`src/rtl/branch_predictor.sv`:
```
// 2-bit saturating-counter direction predictor with registered mispredict flush; pred_taken is combinational, flush starts 1 cycle after a mispredict.
// No backpressure: one prediction and one update per cycle. Macro BP_STATS_EN enables the br_count/mispred_count statistics.
module branch_predictor #(
   parameter int IDX_BITS     = 4,
   parameter int FLUSH_CYCLES = 2
) (
   input  logic        clk,
   input  logic        rst,
   input  logic [31:0] pred_pc,
   input  logic [2:0]  pred_br_type,
   output logic        pred_taken,
   input  logic        upd_valid,
   input  logic [31:0] upd_pc,
   input  logic [2:0]  upd_br_type,
   input  logic        upd_taken,
   input  logic        upd_pred,
   output logic        flush,
   output logic [31:0] br_count,
   output logic [31:0] mispred_count
);

   localparam int         NUM_ENTRIES = 1 << IDX_BITS;
   localparam logic [0:0] ST_IDLE     = 1'b0;
   localparam logic [0:0] ST_FLUSH    = 1'b1;
   localparam logic [3:0] FLUSH_LOAD  = 4'(FLUSH_CYCLES - 1);

   function automatic logic is_cond(input logic [2:0] br_type);
      return (br_type != 3'b000) && (br_type != 3'b111);
   endfunction

   logic [NUM_ENTRIES-1:0][1:0] ctr_q, ctr_d;
   logic [IDX_BITS-1:0]         pred_idx, upd_idx;
   logic                        upd_en, mispred;
   logic [0:0]                  state_q, state_d;
   logic [3:0]                  fcnt_q, fcnt_d;
   logic                        unused_pc_bits;

   assign pred_idx = pred_pc[IDX_BITS+1:2];
   assign upd_idx  = upd_pc[IDX_BITS+1:2];
   assign upd_en   = upd_valid && is_cond(upd_br_type);
   assign mispred  = upd_valid && (upd_taken != upd_pred);
   assign unused_pc_bits = ^{pred_pc[31:IDX_BITS+2], pred_pc[1:0],
                             upd_pc[31:IDX_BITS+2], upd_pc[1:0]};

   // Reads the registered table, so a same-cycle update shows up next cycle.
   always_comb begin
      pred_taken = 1'b0;
      if (pred_br_type == 3'b111) begin
         pred_taken = 1'b1;
      end else if (is_cond(pred_br_type)) begin
         pred_taken = ctr_q[pred_idx][1];
      end
   end

   always_comb begin
      ctr_d = ctr_q;
      if (upd_en) begin
         if (upd_taken) begin
            if (ctr_q[upd_idx] != 2'b11) ctr_d[upd_idx] = ctr_q[upd_idx] + 2'd1;
         end else begin
            if (ctr_q[upd_idx] != 2'b00) ctr_d[upd_idx] = ctr_q[upd_idx] - 2'd1;
         end
      end
   end

   // A mispredict during FLUSH restarts the window from that event.
   always_comb begin
      state_d = state_q;
      fcnt_d  = fcnt_q;
      if (state_q == ST_IDLE) begin
         if (mispred) begin
            state_d = ST_FLUSH;
            fcnt_d  = FLUSH_LOAD;
         end
      end else begin
         if (mispred) begin
            fcnt_d = FLUSH_LOAD;
         end else if (fcnt_q == 4'd0) begin
            state_d = ST_IDLE;
         end else begin
            fcnt_d = fcnt_q - 4'd1;
         end
      end
   end

   assign flush = (state_q == ST_FLUSH);

   always_ff @(posedge clk) begin
      if (rst) begin
         ctr_q   <= {NUM_ENTRIES{2'b01}};
         state_q <= ST_IDLE;
         fcnt_q  <= 4'd0;
      end else begin
         ctr_q   <= ctr_d;
         state_q <= state_d;
         fcnt_q  <= fcnt_d;
      end
   end

`ifdef BP_STATS_EN
   logic [31:0] br_cnt_q, br_cnt_d;
   logic [31:0] mis_cnt_q, mis_cnt_d;

   always_comb begin
      br_cnt_d  = br_cnt_q;
      mis_cnt_d = mis_cnt_q;
      if (upd_en)  br_cnt_d  = br_cnt_q + 32'd1;
      if (mispred) mis_cnt_d = mis_cnt_q + 32'd1;
   end

   always_ff @(posedge clk) begin
      if (rst) begin
         br_cnt_q  <= 32'd0;
         mis_cnt_q <= 32'd0;
      end else begin
         br_cnt_q  <= br_cnt_d;
         mis_cnt_q <= mis_cnt_d;
      end
   end

   assign br_count      = br_cnt_q;
   assign mispred_count = mis_cnt_q;
`else
   assign br_count      = 32'd0;
   assign mispred_count = 32'd0;
`endif

endmodule

```
`config.mk`:
```
export PLATFORM = sky130hd
export DESIGN_NAME = branch_predictor
export DESIGN_NICKNAME = d
export VERILOG_FILES = /design/src/rtl/branch_predictor.sv
export SDC_FILE = /design/constraint.sdc
export NUM_CORES = 1
export LEC_CHECK = 0
export BUFFER_PORTS_ARGS = -buffer_cell sky130_fd_sc_hd__buf_2
export CAP_MARGIN = 20
export CORE_MARGIN = 8
export CORE_UTILIZATION = 50
export CTS_BUF_LIST = sky130_fd_sc_hd__clkbuf_4
export DETAILED_ROUTE_END_ITERATION = 10
export GPL_ROUTABILITY_DRIVEN = 0
export PLACE_DENSITY_LB_ADDON = 0.3
export SYNTH_ARGS = -nofsm -noshare
export SYNTH_HDL_FRONTEND = slang
export SYNTH_SLANG_ARGS = --single-unit
```
`constraint.sdc`:
```
create_clock -name clk -period 8.9 [get_ports clk]
set_input_delay 1.78 -clock clk [delete_from_list [all_inputs] [get_ports clk]]
set_output_delay 1.78 -clock clk [all_outputs]
set_load 0.02 [all_outputs]
```
After elaboration in Yosys (flattened, before gate mapping)
Index checks and enable logic that the tools add are counted.
{"block": "classes", "n_eq_ne": 7, "n_reduce_logical": 13, "n_mux": 21, "addsub": 3, "order_cmp": 3}
{"cell": "2-to-1 mux 32 bit", "n": 3}
{"cell": "bitwise mux 32 bit", "n": 2}
{"cell": "binary-select mux 2 bit (select 4 bit)", "n": 2}
{"cell": "2-to-1 mux 4 bit", "n": 4}
{"cell": "< comparator 4 x 5 -> 1 bit, second input constant", "n": 2}
{"cell": "demux 2 bit (select 4 bit)", "n": 1}
{"cell": "2-to-1 mux 1 bit", "n": 6}
{"cell": "2-to-1 mux 2 bit", "n": 3}
{"cell": "!= test 3 bit, second input constant", "n": 2}
{"cell": "nonzero test 2 bit", "n": 3}
{"cell": "nonzero test 3 bit", "n": 2}
{"cell": "logical AND 1 bit", "n": 5}
{"cell": ">= comparator 4 x 1 -> 1 bit, second input constant", "n": 1}
{"cell": "zero test 4 bit", "n": 1}
{"cell": "!= test 2 bit, second input constant", "n": 2}
{"cell": "subtractor 4 x 1 -> 4 bit, second input constant", "n": 1}
{"cell": "== test 3 bit, second input constant", "n": 1}
{"cell": "AND reduction 3 bit", "n": 1}
{"cell": "adder 2 x 1 -> 2 bit, second input constant", "n": 1}
{"cell": "!= test 2 x 1 -> 1 bit, second input constant", "n": 1}
{"cell": "AND reduction 2 bit", "n": 1}
{"cell": "subtractor 2 x 1 -> 2 bit, second input constant", "n": 1}
{"cell": "!= test 1 bit", "n": 1}
{"block": "word_totals", "word_cells": 65, "reg_bits": 37, "inputBits": 75, "out_inout_bits": 66}

Longest topological paths before layout
Gate-level depths: netlist (run 1).
{"block": "logic_depth", "ltp_word": 7, "depth_mapped": 11}

Worst setup path after synthesis (run 1)
OpenSTA, ideal clock, no wires.
{"block": "synth_path", "kind": "input -> output", "from": "input pred_pc[3]", "to": "output pred_taken", "path_buffers": 0, "setup_slack_ps": 4302, "cell_stages": 4, "arrival_ps": 2818, "required_time_ps": 7120, "path_cell_list": "mux4_2 mux2_2 o311ai_0 nand3_1"}
{"block": "synth_between", "elab_chain_len": 4}
{"element": "start: declaration", "line": "9", "source": "input logic [31:0] pred_pc,"}
{"element": "binary-select mux 2 bit (select 4 bit)", "line": "51", "source": "pred_taken = ctr_q[pred_idx][1];"}
{"element": "2-to-1 mux 2 bit (not written as such)", "line": "51"}
{"element": "2-to-1 mux 1 bit", "line": "50", "source": "end else if (is_cond(pred_br_type)) begin"}
{"element": "2-to-1 mux 1 bit", "line": "48", "source": "if (pred_br_type == 3'b111) begin"}
{"element": "end: declaration", "line": "11", "source": "output logic pred_taken,"}
Every way passes these cells. The select of a mux whose other input is x is not followed.

Worst setup path in the final report (run 1)
Ends and elaborated chain as after synthesis.

==> summary by stage, run 1 <==
Power
Summed over all cells, the static leakage comes to ~1.1 nW. The worst-case IR drop observed on VDD is between 0.08 and 0.09 mV. The ratio of total power to cell area is roughly 150 nW/um^2.

STA
In the final timing run, aggregate negative setup slack is 0 ns. Setup repair after global routing left no endpoint under its margin. The worst path in the final design needs a cycle of just under 5 ns, including I/O delays and setup. The max-slew violation total from the final report is 0.

The pin slew with the least headroom to its limit is between 0.6 and 0.7 ns. For the final database, setup skew stands at between 0.015 and 0.02 ns. The worst pin sits at a relative slew slack of 0.5489. The total count of hold-check failures in the final report came to 0.

The maximum clock frequency is 205.4 MHz. Across all hold checks on the routed design, the worst slack comes to 0.4972 ns. The portion of the clock cycle consumed by the worst path in the final layout is 0.5471. The number of failing setup endpoints in the final timing report is 0.

Worst hold path
The startpoint identified for the worst hold timing path is ctr_q[17]$_SDFFE_PP0P_. The worst-case hold path end point is ctr_q[17]$_SDFFE_PP0P_. The cell count of the worst hold path is 2.

The class of the most critical hold timing path is reg -> reg.

CTS
The number of cells upsized or downsized after cts is 0. TritonCTS built the clock tree. The number of levels the H-tree was split into is 2. The number of hold buffers added after cts is 0.

The post-CTS setup repair buffer count is 0. At the later pin of the worst-skew pair, clock insertion delay measures ~0.35 ns. The total CTS buffers is 5. The buffer depth of the longest clock path is 2. The root cell of the clock tree is sky130_fd_sc_hd__clkbuf_4. The clock sink total is 37. After clock tree synthesis, the clock-pin slew on the worst setup and hold paths is between 0.1 and 0.15 ns.

Route
The DRC violations left is 0. Summing over every cut layer, the via total after detailed routing is about 1700. The count of routing violations after the opening detailed-route iteration is 89. The mean number of vias per cell is ~4.8. The first TritonRoute pass finished after 4 iterations. Wires add up to 4912 microns.

The number of antenna-violating nets in the routed design is 0. In the final routed layout, each cell accounts on average for 14.07 microns.

Synthesis
Of all cell types, the one taking the most synthesized area is sky130_fd_sc_hd__dfxtp_1. After synthesis, the share of flip-flops with an asynchronous set or reset is 0. In this run, synthesis produced a sequential element count of 37.

The share of synthesized area in the top cell type comes to 0.2898. The most used flip-flop cell after synthesis is sky130_fd_sc_hd__dfxtp_1. Synthesis produced a netlist whose cell count is 264.

For this run, the number of Yosys warnings is 0. In this run, synthesis inferred 0 flip-flops with an integrated enable. The count of cell types in the netlist is 35. Yosys attributes the largest share of cell area to sky130_fd_sc_hd__dfxtp_1, sky130_fd_sc_hd__buf_4, sky130_fd_sc_hd__mux2i_1. The netlist area before placement is 2556 sq um. Of the synthesized area, sequential elements account for 0.2898. The synthesized area divided by synthesized cell count is between 9 and 10 sq um. By count the netlist is led by sky130_fd_sc_hd__buf_4, sky130_fd_sc_hd__dfxtp_1, sky130_fd_sc_hd__mux2i_1, sky130_fd_sc_hd__nor2_1, sky130_fd_sc_hd__nand2b_1.

sky130_fd_sc_hd__buf_4 is the most common cell in the netlist.

Worst setup path
The worst setup slack for register-to-register paths is a little under 6 ns. On the worst path, the slowest cell contributes a delay of between 0.5 and 0.6 ns. Along the worst path, the maximum fanout reaches 5. STA puts the critical path data arrival time at a little over 3 ns.

The endpoint type of the worst setup path is an output port. Measured in cells, the most critical reg-to-reg path has a length of 7. Data on the critical path is required at its endpoint by 7.12 ns.

The kind of start point of the critical path is an input pin. The critical path contains buffers and inverters numbering 2 combined. The cell with the biggest individual delay on the critical path is sky130_fd_sc_hd__mux4_2. In this design, the critical path's most frequently occurring cell is sky130_fd_sc_hd__buf_2.

The category of the critical setup timing path is in -> out. Walking the worst path, the cells encountered are buf_2 > mux4_2 > mux2_2 > o311ai_0 > nand3_1 > buf_2. The critical path's top delay family is multiplexers.

Finish
The area overhead of the layout relative to synthesis is -0.7833%. 0 antenna diodes ended up in the layout. The net count of the finished layout is ~360. The fraction of layout instances using a drive strength above 1 is 0.1505.

Global routing
Summed over all layers, the global routing overflow is 0. Entering global routing, the biggest net connects 43 pins. The first global-routing pass estimated 7383 microns of wire. In the global route stage, overall resource usage came out at 0.1236. The initial antenna violation count was 0. The via count of the first global-routing pass came to between 1000 and 1500.

Outcome
The flow ran to the end, and the final reports show no timing, DRC or antenna violations.

Floorplanning
The row count is 26. The number of I/O pins is 141. The total core area is about 5000 sq um. The initial utilization of the core area, before any placement, comes to 0.5102. Measured along the x axis, the die boundary spans 87.50 microns. The total die area is about 7700 sq um.

In this run the vertical extent of the chip is 87.50 microns.

Placement
The count of buffers added on input and output ports is 20. The half-perimeter wire length of the detailed placement result is 3742 microns.

Job
The number of violations of the max-capacitance limit is 0.
==> kinds of logic after synthesis <==
group / share of synthesized area
other: 0.001467
buffers and inverters: 0.2286
muxes: 0.2624
DFF: 0.2898
and+or+nand+nor: 0.1625
AOI/OAI and AO/OA: 0.02693
xor gates and xnor gates: 0.01371
adders and majority gates: 0.01469
==> power breakdown <==
part | switching (mW) | leakage [nW] | internal [mW]
logic | 0.0478 | 0.717 | 0.0161
clock network | 0.0582 | 0.0552 | 0.0870
registers | 0.00223 | 0.300 | 0.169
total | 0.108 | 1.07 | 0.272
==> worst min-delay path: cells and delay by family, from the launching register on <==
family / cells / cell delay (ns)
flip-flops: 1 / 0.35
AND/OR/NAND/NOR: 1 / 0.06
multiplexers: 1 / 0.05
==> area by class of cell <==
cell class	count	area [sq um]
Timing Repair Buffer	20	100.1
Clock buffer	5	37.54
Sequential cell	37	740.7
Fill cell	486	2474
Multi-Input combinational cell	204	1468
Inverter	10	37.54
Tap cell	70	87.58
Clock inverter	3	65.06
==> metrics by stage <==
stage	cells	setup slack [ns]	util	power, mW	instance area, sq um
final	349	4.031	0.5062	0.3802	2536
after global routing	349	3.982	0.5062	0.3975	2536
after CTS	349	4.028	0.5062	0.3837	2536
after detailed placement	341	3.864	0.4858	0.2375	2434
after global placement	341	3.858	0.4858	0.2369	2434
after floorplan	327	4.302	-	0.2477	2793
==> per-layer routing <==
| layer | track usage | routed length, microns | vias up |
|---|---|---|---|
| met5 | 0 | 0 | - |
| li1 | - | - | 834 |
| met2 | 0.2149 | 2498 | 49 |
| met3 | 0.03585 | 403 | 7 |
| met1 | 0.1424 | 1952 | 779 |
| met4 | 0.03750 | 57 | 0 |
==> layout by cell type (no fill, tap or decap) <==
master | synthesis | final
sky130_fd_sc_hd__a2111oi_0 | 1 | 1
sky130_fd_sc_hd__a21oi_1 | 2 | 2
sky130_fd_sc_hd__a31oi_1 | 1 | 1
sky130_fd_sc_hd__and2_1 | 1 | 1
sky130_fd_sc_hd__and4_1 | 5 | 5
sky130_fd_sc_hd__buf_2 | 2 | 20
sky130_fd_sc_hd__bufinv_16 | 0 | 2
sky130_fd_sc_hd__clkbuf_4 | 0 | 5
sky130_fd_sc_hd__clkinv_2 | 0 | 1
sky130_fd_sc_hd__conb_1 | 1 | 64
sky130_fd_sc_hd__dfxtp_1 | 37 | 37
sky130_fd_sc_hd__ha_1 | 3 | 3
sky130_fd_sc_hd__inv_1 | 8 | 8
sky130_fd_sc_hd__inv_2 | 2 | 2
sky130_fd_sc_hd__mux2_2 | 2 | 2
sky130_fd_sc_hd__mux2i_1 | 34 | 34
sky130_fd_sc_hd__mux4_1 | 4 | 4
sky130_fd_sc_hd__mux4_2 | 9 | 9
sky130_fd_sc_hd__nand2_1 | 4 | 4
sky130_fd_sc_hd__nand2b_1 | 19 | 19
sky130_fd_sc_hd__nand3_1 | 3 | 3
sky130_fd_sc_hd__nand4_1 | 5 | 5
sky130_fd_sc_hd__nor2_1 | 20 | 20
sky130_fd_sc_hd__nor2b_1 | 4 | 4
sky130_fd_sc_hd__nor3_1 | 3 | 3
sky130_fd_sc_hd__nor3b_1 | 1 | 1
sky130_fd_sc_hd__nor4_1 | 8 | 8
sky130_fd_sc_hd__o22a_1 | 1 | 1
sky130_fd_sc_hd__o311ai_0 | 3 | 3
sky130_fd_sc_hd__o31a_1 | 1 | 1
sky130_fd_sc_hd__or2_2 | 1 | 1
sky130_fd_sc_hd__or3_1 | 1 | 1
sky130_fd_sc_hd__xnor2_1 | 2 | 2
sky130_fd_sc_hd__xor2_1 | 2 | 2
==> worst max path at each step <==
stage,from,end,slack (ns),cells past startpoint
5_1_grt,pred_pc[3],pred_taken,3.98,6
2_1_floorplan,pred_pc[3],pred_taken,4.30,4
3_3_place_gp,upd_pc[2],flop,3.86,8
3_5_place_dp,upd_pc[2],ctr_q[17]$_SDFFE_PP0P_,3.86,8
6_report,pred_pc[3],pred_taken,4.03,6
4_1_cts,pred_pc[3],pred_taken,4.03,6
Note: power is estimated with default switching activity, not from simulation.
==> run 2, diff against run 1 <==
--- a/config.mk
+++ b/config.mk
@@ -8,7 +8,7 @@
 export BUFFER_PORTS_ARGS = -buffer_cell sky130_fd_sc_hd__buf_2
 export CAP_MARGIN = 20
 export CORE_MARGIN = 8
-export CORE_UTILIZATION = 50
+export CORE_UTILIZATION = 46
 export CTS_BUF_LIST = sky130_fd_sc_hd__clkbuf_4
 export DETAILED_ROUTE_END_ITERATION = 10
 export GPL_ROUTABILITY_DRIVEN = 0
==> constraint.sdc (replaced) <==
create_clock -name clk -period 4.8 [get_ports clk]
set_input_delay 0.96 -clock clk [delete_from_list [all_inputs] [get_ports clk]]
set_output_delay 0.96 -clock clk [all_outputs]
set_load 0.02 [all_outputs]
==> summary by stage, run 2 (synthesized netlist as in run 1, its figures left out) <==
Outcome
Run status: finished, final reports clean (unchanged).

Route
The count of routing violations after the opening detailed-route iteration is 86 (was 89). The post-detailed-routing wire length is 4890 microns (was 4912 microns). The iteration count of the initial detailed-routing pass is 4 (unchanged). The mean number of vias per cell is 4.803 (was 4.782). The total via count in the routed design was 1686 (was 1669). The average detailed-routed wire length per instance is 13.93 microns (was 14.07 microns). The number of antenna-violating nets in the routed design came to 0 (unchanged). The DRC violations left came to 0 (unchanged).

Worst setup path
The worst setup slack for register-to-register paths is 1.67 ns (was 5.89 ns). The kind of start point of the critical path is an input pin (unchanged). The worst register-to-register path ends at ctr_q[13]$_SDFFE_PP0P_.

The launching instance or port of the critical path is upd_pc[2] (was pred_pc[3]). The top fanout value on the critical path came to 24 (was 5). The startpoint of the worst-slack reg-to-reg timing path is ctr_q[31]$_SDFFE_PP0P_. The arrival time of data at the critical path endpoint was 4.22 ns (was 3.09 ns). The length in cells of the worst reg-to-reg path was 7 (unchanged). The endpoint type of the worst setup path is a flop (was output port).

The required arrival time at the worst endpoint is 5.06 ns (was 7.12 ns). The category of the critical setup timing path is in -> reg (was in -> out).

Worst hold path
The class of the most critical hold timing path is reg -> reg (unchanged). The cell count of the worst hold path is 2 (unchanged). The worst min-delay path startpoint was ctr_q[23]$_SDFFE_PP0P_ (was ctr_q[17]$_SDFFE_PP0P_). The worst-case hold path end point was ctr_q[23]$_SDFFE_PP0P_ (was ctr_q[17]$_SDFFE_PP0P_).

Floorplanning
The total core area is 5439 sq um (was 5010 sq um). The number of I/O pins came to 141 (unchanged). The overall die height is 90.55 microns (was 87.50 microns). The total die area came to 8198 sq um (was 7656 sq um). The initial standard-cell utilization of the core is 0.4700 (was 0.5102). The row count came to 27 (was 26).

The width of the chip is 90.55 microns (was 87.50 microns).

CTS
The root cell of the clock tree was sky130_fd_sc_hd__clkbuf_4 (unchanged). The buffer depth of the longest clock path came to 2 (unchanged). The number of cells upsized or downsized after cts is 0 (unchanged).

The clock latency on the worst-skew pair was 0.34 ns (was 0.35 ns). The clock tree from TritonCTS is built (unchanged). The number of hold buffers added after cts came to 0 (unchanged). The post-CTS setup repair buffer count is 0 (unchanged).

The number of levels the H-tree was split into is 2 (unchanged). The clock sink total came to 37 (unchanged). The total CTS buffers was 5 (unchanged). The clock-pin slew on the worst setup and hold paths was 0.11 ns (was 0.13 ns).

Power
The part of the power in registers was 0.487 (was 0.450). The switching share of power is 0.2990 (was 0.2845). The largest vdd supply drop is 0.2424 mV (was 0.08699 mV). The power share of the clock group is 0.331 (was 0.382). The relative contribution of combinational cells to total power is 0.182 (was 0.168). The ratio of total power to cell area was 259.4 nW/um^2 (was 149.9 nW/um^2). The leakage component of the power is 1.060 nW (was 1.072 nW). The net switching power is 195.0 uW (was 108.2 uW). The total power is 652.3 uW (was 380.2 uW). The cell-internal power is 457.2 uW (was 272.1 uW).

Finish
The area overhead of the layout relative to synthesis was -1.615% (was -0.7833%). The commonest non-fill, non-tap cell in the layout is sky130_fd_sc_hd__conb_1 (unchanged). The area of all placed cells without fillers came to 2515 sq um (was 2536 sq um). The number of diodes added for antenna fixing came to 0 (unchanged). The final-stage net count is 356 (unchanged). Commonest non-fill, non-tap cells in the layout: sky130_fd_sc_hd__conb_1, sky130_fd_sc_hd__dfxtp_1, sky130_fd_sc_hd__mux2i_1 (unchanged). The fraction of layout instances using a drive strength above 1 came to 0.1470 (was 0.1505).

STA
Setup repair after global routing missed its margin: no (unchanged). The max-slew violation total from the final report was 0 (unchanged). The setup total negative slack is 0 ns (unchanged). Derived from the worst setup path, the maximum achievable clock frequency is about 250 MHz. The total count of hold-check failures in the final report is 0 (unchanged). The portion of the clock cycle consumed by the worst path in the final layout is 0.8252. The number of failing setup endpoints in the final timing report is 0 (unchanged). The pin slew with the least headroom to its limit is 0.6457 ns (was 0.6766 ns).

Subtracting the final worst setup slack from the clock period gives a little under 4 ns. The relative slew slack was 0.5695 (was 0.5489). The clock tree skew after final layout is 0.01374 ns (was 0.01830 ns).

Global routing
The maximum number of pins on one net before global-route repair is 43 (unchanged). The via count of the first global-routing pass was 1742 (was 1485). The global-route total usage across every layer is 0.1215 (was 0.1236). The initial antenna violation count is 0 (unchanged). The global-route wire length before repair was 8452 microns (was 7383 microns). The final global-route overflow total is 0 (unchanged).

Placement
The total cell area at the placement stage came to 2436 sq um (was 2434 sq um). The count of input and output buffers is 20 (unchanged). The half-perimeter wire length of the detailed placement result came to 3734 microns (was 3742 microns).

Job
The number of violations of the max-capacitance limit came to 0 (unchanged).
==> run 2: worst max-delay path, cell delays in order <==
cell and delay (ns):
sky130_fd_sc_hd__buf_2 0.42, sky130_fd_sc_hd__mux4_1 0.66, sky130_fd_sc_hd__mux4_2 0.51, sky130_fd_sc_hd__ha_1 0.19, sky130_fd_sc_hd__mux2i_1 0.16, sky130_fd_sc_hd__nand4_1 0.39, sky130_fd_sc_hd__nor4_1 0.67, sky130_fd_sc_hd__mux2i_1 0.25
==> run 2: routing by layer <==
metal / GRT usage / share of wire / wire length, microns / vias up
met5: 0 / 0 / 0 / -
met4: 0.03329 / 0.0059 / 29 / 0
met3: 0.05653 / 0.090 / 439 / 4
met2: 0.2071 / 0.49 / 2382 / 53
met1: 0.1316 / 0.42 / 2038 / 806
li1: - / - / - / 823
==> run 2: worst max-delay path by stage <==
| stage | cells past startpoint | slack, ns | end |
|---|---|---|---|
| 2_1_floorplan | 9 | 1.29 | ctr_q[13]$_SDFFE_PP0P_ |
| 6_report | 8 | 0.84 | ctr_q[13]$_SDFFE_PP0P_ |
| 5_1_grt | 8 | 0.66 | ctr_q[13]$_SDFFE_PP0P_ |
| 3_3_place_gp | 8 | 0.55 | ctr_q[13]$_SDFFE_PP0P_ |
| 4_1_cts | 8 | 0.86 | ctr_q[13]$_SDFFE_PP0P_ |
| 3_5_place_dp | 8 | 0.52 | ctr_q[13]$_SDFFE_PP0P_ |
==> run 2: area by class of cell <==
class,count,area (sq um)
flip-flops and latches,37,740.7
fillers,543,2924
inverters,10,37.54
clock buffers,6,45.04
multi-input cells,204,1468
well taps,72,90.09
repair buffers,20,100.1
clock inverters,2,33.78
==> run 2: metrics by stage <==
step	instances	hold slack (ns)	setup slack (ns)	util
2_1_floorplan	327	0.4539	1.288	-
3_3_place_gp	343	0.4775	0.5546	0.4479
3_5_place_dp	343	0.4801	0.5168	0.4479
4_1_cts	351	0.5005	0.8623	0.4624
5_1_grt	351	0.5202	0.6636	0.4624
6_report	351	0.4986	0.8389	0.4624
==> run 2: power by group through the flow <==
stage	clock network (mW)	logic, mW	registers, mW
floorplan	0	0.135	0.324
global placement	0	0.116	0.324
detailed placement	0	0.116	0.325
CTS	0.223	0.116	0.318
global route	0.234	0.131	0.319
finish	0.216	0.119	0.318
==> run 3, diff against run 2 <==
--- a/config.mk
+++ b/config.mk
@@ -5,10 +5,11 @@
 export SDC_FILE = /design/constraint.sdc
 export NUM_CORES = 1
 export LEC_CHECK = 0
+export ABC_AREA = 1
 export BUFFER_PORTS_ARGS = -buffer_cell sky130_fd_sc_hd__buf_2
 export CAP_MARGIN = 20
 export CORE_MARGIN = 8
-export CORE_UTILIZATION = 46
+export CORE_UTILIZATION = 43
 export CTS_BUF_LIST = sky130_fd_sc_hd__clkbuf_4
 export DETAILED_ROUTE_END_ITERATION = 10
 export GPL_ROUTABILITY_DRIVEN = 0
==> constraint.sdc (replaced) <==
create_clock -name clk -period 3.47 [get_ports clk]
set_input_delay 0.694 -clock clk [delete_from_list [all_inputs] [get_ports clk]]
set_output_delay 0.694 -clock clk [all_outputs]
set_load 0.02 [all_outputs]
==> summary by stage, run 3 <==
Finish
The number of diodes added for antenna fixing is 0 (unchanged). The commonest non-fill, non-tap cell in the layout is sky130_fd_sc_hd__nand2_1 (was sky130_fd_sc_hd__conb_1). The fraction of layout instances using a drive strength above 1 was 0.08026 (was 0.1470). The final-stage net count is 538 (was 356). The core occupancy in the finished layout came to 0.4293 (was 0.4624). The number of cells in the finished layout apart from fillers is 538 (was 351). The area overhead of the layout relative to synthesis is -1.344% (was -1.615%). Commonest non-fill, non-tap cells in the layout: sky130_fd_sc_hd__nand2_1, sky130_fd_sc_hd__nor2_1, sky130_fd_sc_hd__conb_1 (was sky130_fd_sc_hd__conb_1, sky130_fd_sc_hd__dfxtp_1, sky130_fd_sc_hd__mux2i_1).

Synthesis
The xor and xnor area share after synthesis is 0.006487 (was 0.01371). The most frequent cell after synthesis was sky130_fd_sc_hd__nand2_1 (was sky130_fd_sc_hd__buf_4). The proportion of synthesized chip area in sequential cells is 0.2743 (was 0.2898). The synthesized netlist cell count was 442 (was 264). The simple-gate share of the synthesized area is 0.3452 (was 0.1625).

The biggest area consumer among synthesized cells is sky130_fd_sc_hd__dfxtp_1 (unchanged). The share of cell area taken by muxes after synthesis is 0 (was 0.2624). The number of warnings issued by yosys came to 0 (unchanged). The flip-flop and latch count after synthesis is 37 (unchanged). The fraction of synthesized cell area taken by the top area cell type is 0.2743 (was 0.2898). The prevailing post-synth register cell is sky130_fd_sc_hd__dfxtp_1 (unchanged). The count of cell types in the netlist came to 26 (was 35).

The netlist area before placement is 2700 sq um (was 2556 sq um). The share of async-settable or async-resettable flops after synthesis is 0 (unchanged). Top area cells in the synthesized netlist: sky130_fd_sc_hd__dfxtp_1, sky130_fd_sc_hd__buf_4, sky130_fd_sc_hd__nand2_1 (was sky130_fd_sc_hd__dfxtp_1, sky130_fd_sc_hd__buf_4, sky130_fd_sc_hd__mux2i_1). Synth cell count leaders: sky130_fd_sc_hd__nand2_1, sky130_fd_sc_hd__nor2_1, sky130_fd_sc_hd__buf_4, sky130_fd_sc_hd__inv_1, sky130_fd_sc_hd__dfxtp_1 (was sky130_fd_sc_hd__buf_4, sky130_fd_sc_hd__dfxtp_1, sky130_fd_sc_hd__mux2i_1, sky130_fd_sc_hd__nor2_1, sky130_fd_sc_hd__nand2b_1).

The combinational family with the most area after synthesis is simple AND/OR/NAND/NOR gates (was multiplexers). The adder-cell share of the synthesized area was 0.01390 (was 0.01468). The synthesized-area fraction occupied by ao, oa, aoi and oai cells is 0.08109 (was 0.02692). The synthesized area divided by synthesized cell count is 6.109 sq um (was 9.683 sq um).

The count of flip-flops with a built-in enable after synthesis is 0 (unchanged).

STA
The relative slew slack is 0.6639 (was 0.5695). Setup repair after global routing missed its margin: no (unchanged). The post-layout worst setup margin is 0.7649 ns (was 0.8389 ns). The total count of hold-check failures in the final report is 0 (unchanged). The worst hold-check slack is 0.5059 ns (was 0.4986 ns). The max-slew violation total from the final report is 0 (unchanged). For this run, the top clock speed supported by timing is 369.7 MHz.

The portion of the clock cycle consumed by the worst path in the final layout is 0.7796. The setup total negative slack came to 0 ns (unchanged). The pin slew with the least headroom to its limit is 0.5035 ns (was 0.6457 ns). The routed design could run at a clock period as short as approximately 2.7 ns. The clock tree skew after final layout is 0.008665 ns (was 0.01374 ns).

The number of failing setup endpoints in the final timing report is 0 (unchanged).

Route
The DRC violations left is 0 (unchanged). The average detailed-routed wire length per instance is 11.38 microns (was 13.93 microns). The count of routing violations after the opening detailed-route iteration came to 165 (was 86). The number of antenna-violating nets in the routed design is 0 (unchanged).

The iteration count of the initial detailed-routing pass came to 4 (unchanged). The total via count in the routed design is 2379 (was 1686). The mean number of vias per cell came to 4.422 (was 4.803). The post-detailed-routing wire length is 6121 microns (was 4890 microns).

CTS
The clock tree from TritonCTS is built (unchanged). The number of levels the H-tree was split into is 2 (unchanged). The clock latency on the worst-skew pair is 0.34 ns (about the same). The post-CTS setup repair buffer count is 0 (unchanged).

The root cell of the clock tree was sky130_fd_sc_hd__clkbuf_4 (unchanged). The number of cells upsized or downsized after cts came to 0 (unchanged). The buffer depth of the longest clock path came to 2 (unchanged). The clock sink total is 37 (unchanged). The number of hold buffers added after cts is 0 (unchanged). The clock-pin slew on the worst setup and hold paths is 0.12 ns (was 0.11 ns). The total CTS buffers came to 5 (unchanged).

Floorplanning
The total die area was 9071 sq um (was 8198 sq um). The overall die height was 95.24 microns (was 90.55 microns). The initial standard-cell utilization of the core is 0.4352 (was 0.4700).

The row count was 29 (was 27). The number of I/O pins is 141 (unchanged). The width of the chip is 95.24 microns (was 90.55 microns). The total core area is 6205 sq um (was 5439 sq um).

Global routing
The final global-route overflow total is 0 (unchanged). The maximum number of pins on one net before global-route repair is 31 (was 43). The via count of the first global-routing pass was 2176 (was 1742). The initial antenna violation count was 0 (unchanged).

The global-route wire length before repair is 10080 microns (was 8452 microns). The global-route total usage across every layer came to 0.1386 (was 0.1215).

Worst setup path
The required arrival time at the worst endpoint is 3.73 ns (was 5.06 ns). The worst setup slack for register-to-register paths is 1.30 ns (was 1.67 ns). The kind of start point of the critical path is an input pin (unchanged). The arrival time of data at the critical path endpoint was 2.96 ns (was 4.22 ns). The category of the critical setup timing path is in -> reg (unchanged). The top fanout value on the critical path was 30 (was 24).

The endpoint type of the worst setup path was a flop (unchanged).

Power
The ratio of total power to cell area is 338.9 nW/um^2 (was 259.4 nW/um^2). The switching share of power is 0.3648 (was 0.2990). The net switching power is 329.3 uW (was 195.0 uW).

The largest vdd supply drop is 0.1845 mV (was 0.2424 mV). The relative contribution of combinational cells to total power is 0.251 (was 0.182). The power share of the clock group was 0.261 (was 0.331). The cell-internal power was 573.4 uW (was 457.2 uW). The leakage component of the power is 1.437 nW (was 1.060 nW).

The part of the power in registers is 0.488 (was 0.487).

Placement
The number of placed cells counting well taps is 530 (was 343). The count of input and output buffers is 20 (unchanged). The half-perimeter wire length of the detailed placement result is 4718 microns (was 3734 microns).

The worst setup slack after placement is 0.3918 ns (was 0.5168 ns).

Outcome
Run status: finished, final reports clean (unchanged).

Job
The number of violations of the max-capacitance limit is 0 (unchanged).

Worst hold path
The class of the most critical hold timing path is reg -> reg (unchanged).
run 3: power by group through the flow:
stage	Clock (mW)	Combinational [mW]	Sequential, mW
4_1_cts	0.243	0.224	0.441
3_5_place_dp	0	0.224	0.450
2_1_floorplan	0	0.235	0.450
6_report	0.235	0.227	0.441
5_1_grt	0.256	0.254	0.442
3_3_place_gp	0	0.222	0.450
run 3: metal layers:
layer / up-vias / global-route usage / part of all wire
met4: 0 / 0.03901 / 0.0038
met3: 2 / 0.03071 / 0.074
li1: 1262 / - / -
met5: - / 0 / 0
met1: 1048 / 0.1809 / 0.46
met2: 67 / 0.2232 / 0.46
run 3: final timing paths:
check / start / to / cells past startpoint
min: flop / flop / 2
max: upd_pc[2] / flop / 18
min reg2reg: flop / flop / 2
max reg2reg: ctr_q[23]$_SDFFE_PP0P_ / flop / 16
run 3: area by class of cell:
type | count | area (sq um)
Sequential cell | 37 | 740.7
Inverter | 52 | 195.2
Tap cell | 77 | 96.34
Timing Repair Buffer | 24 | 130.1
Multi-Input combinational cell | 340 | 1446
Clock buffer | 6 | 45.04
Clock inverter | 2 | 10.01
Fill cell | 696 | 3541
run 3: through the flow:
stage,power [mW],instance area (sq um)
detailed placement,0.6739,2609
global placement,0.6715,2609
floorplan,0.6844,2937
CTS,0.9075,2664
global route,0.9520,2664
finish,0.9028,2664
run 3: worst max-delay path, cell delays in order:
cell and delay, ns:
sky130_fd_sc_hd__buf_2 0.31, sky130_fd_sc_hd__inv_2 0.13, sky130_fd_sc_hd__nand2_1 0.16, sky130_fd_sc_hd__o22ai_1 0.08, sky130_fd_sc_hd__o21ai_0 0.17, sky130_fd_sc_hd__nand2_1 0.12, sky130_fd_sc_hd__inv_1 0.07, sky130_fd_sc_hd__nand2_1 0.05
sky130_fd_sc_hd__ha_1 0.18, sky130_fd_sc_hd__nand2_1 0.05, sky130_fd_sc_hd__o21ai_1 0.05, sky130_fd_sc_hd__nor2_1 0.15, sky130_fd_sc_hd__nand2_1 0.07, sky130_fd_sc_hd__buf_4 0.23, sky130_fd_sc_hd__nor2_1 0.21, sky130_fd_sc_hd__nor2_1 0.06
sky130_fd_sc_hd__nor2_1 0.09, sky130_fd_sc_hd__nand2_1 0.06
run 3: cell families after synthesis:
group	count (synthesis)
and+or+nand+nor	230
buffers and inverters	128
AOI/OAI and AO/OA	41
DFF	37
adders and majority gates	3
xor gates and xnor gates	2
other	1
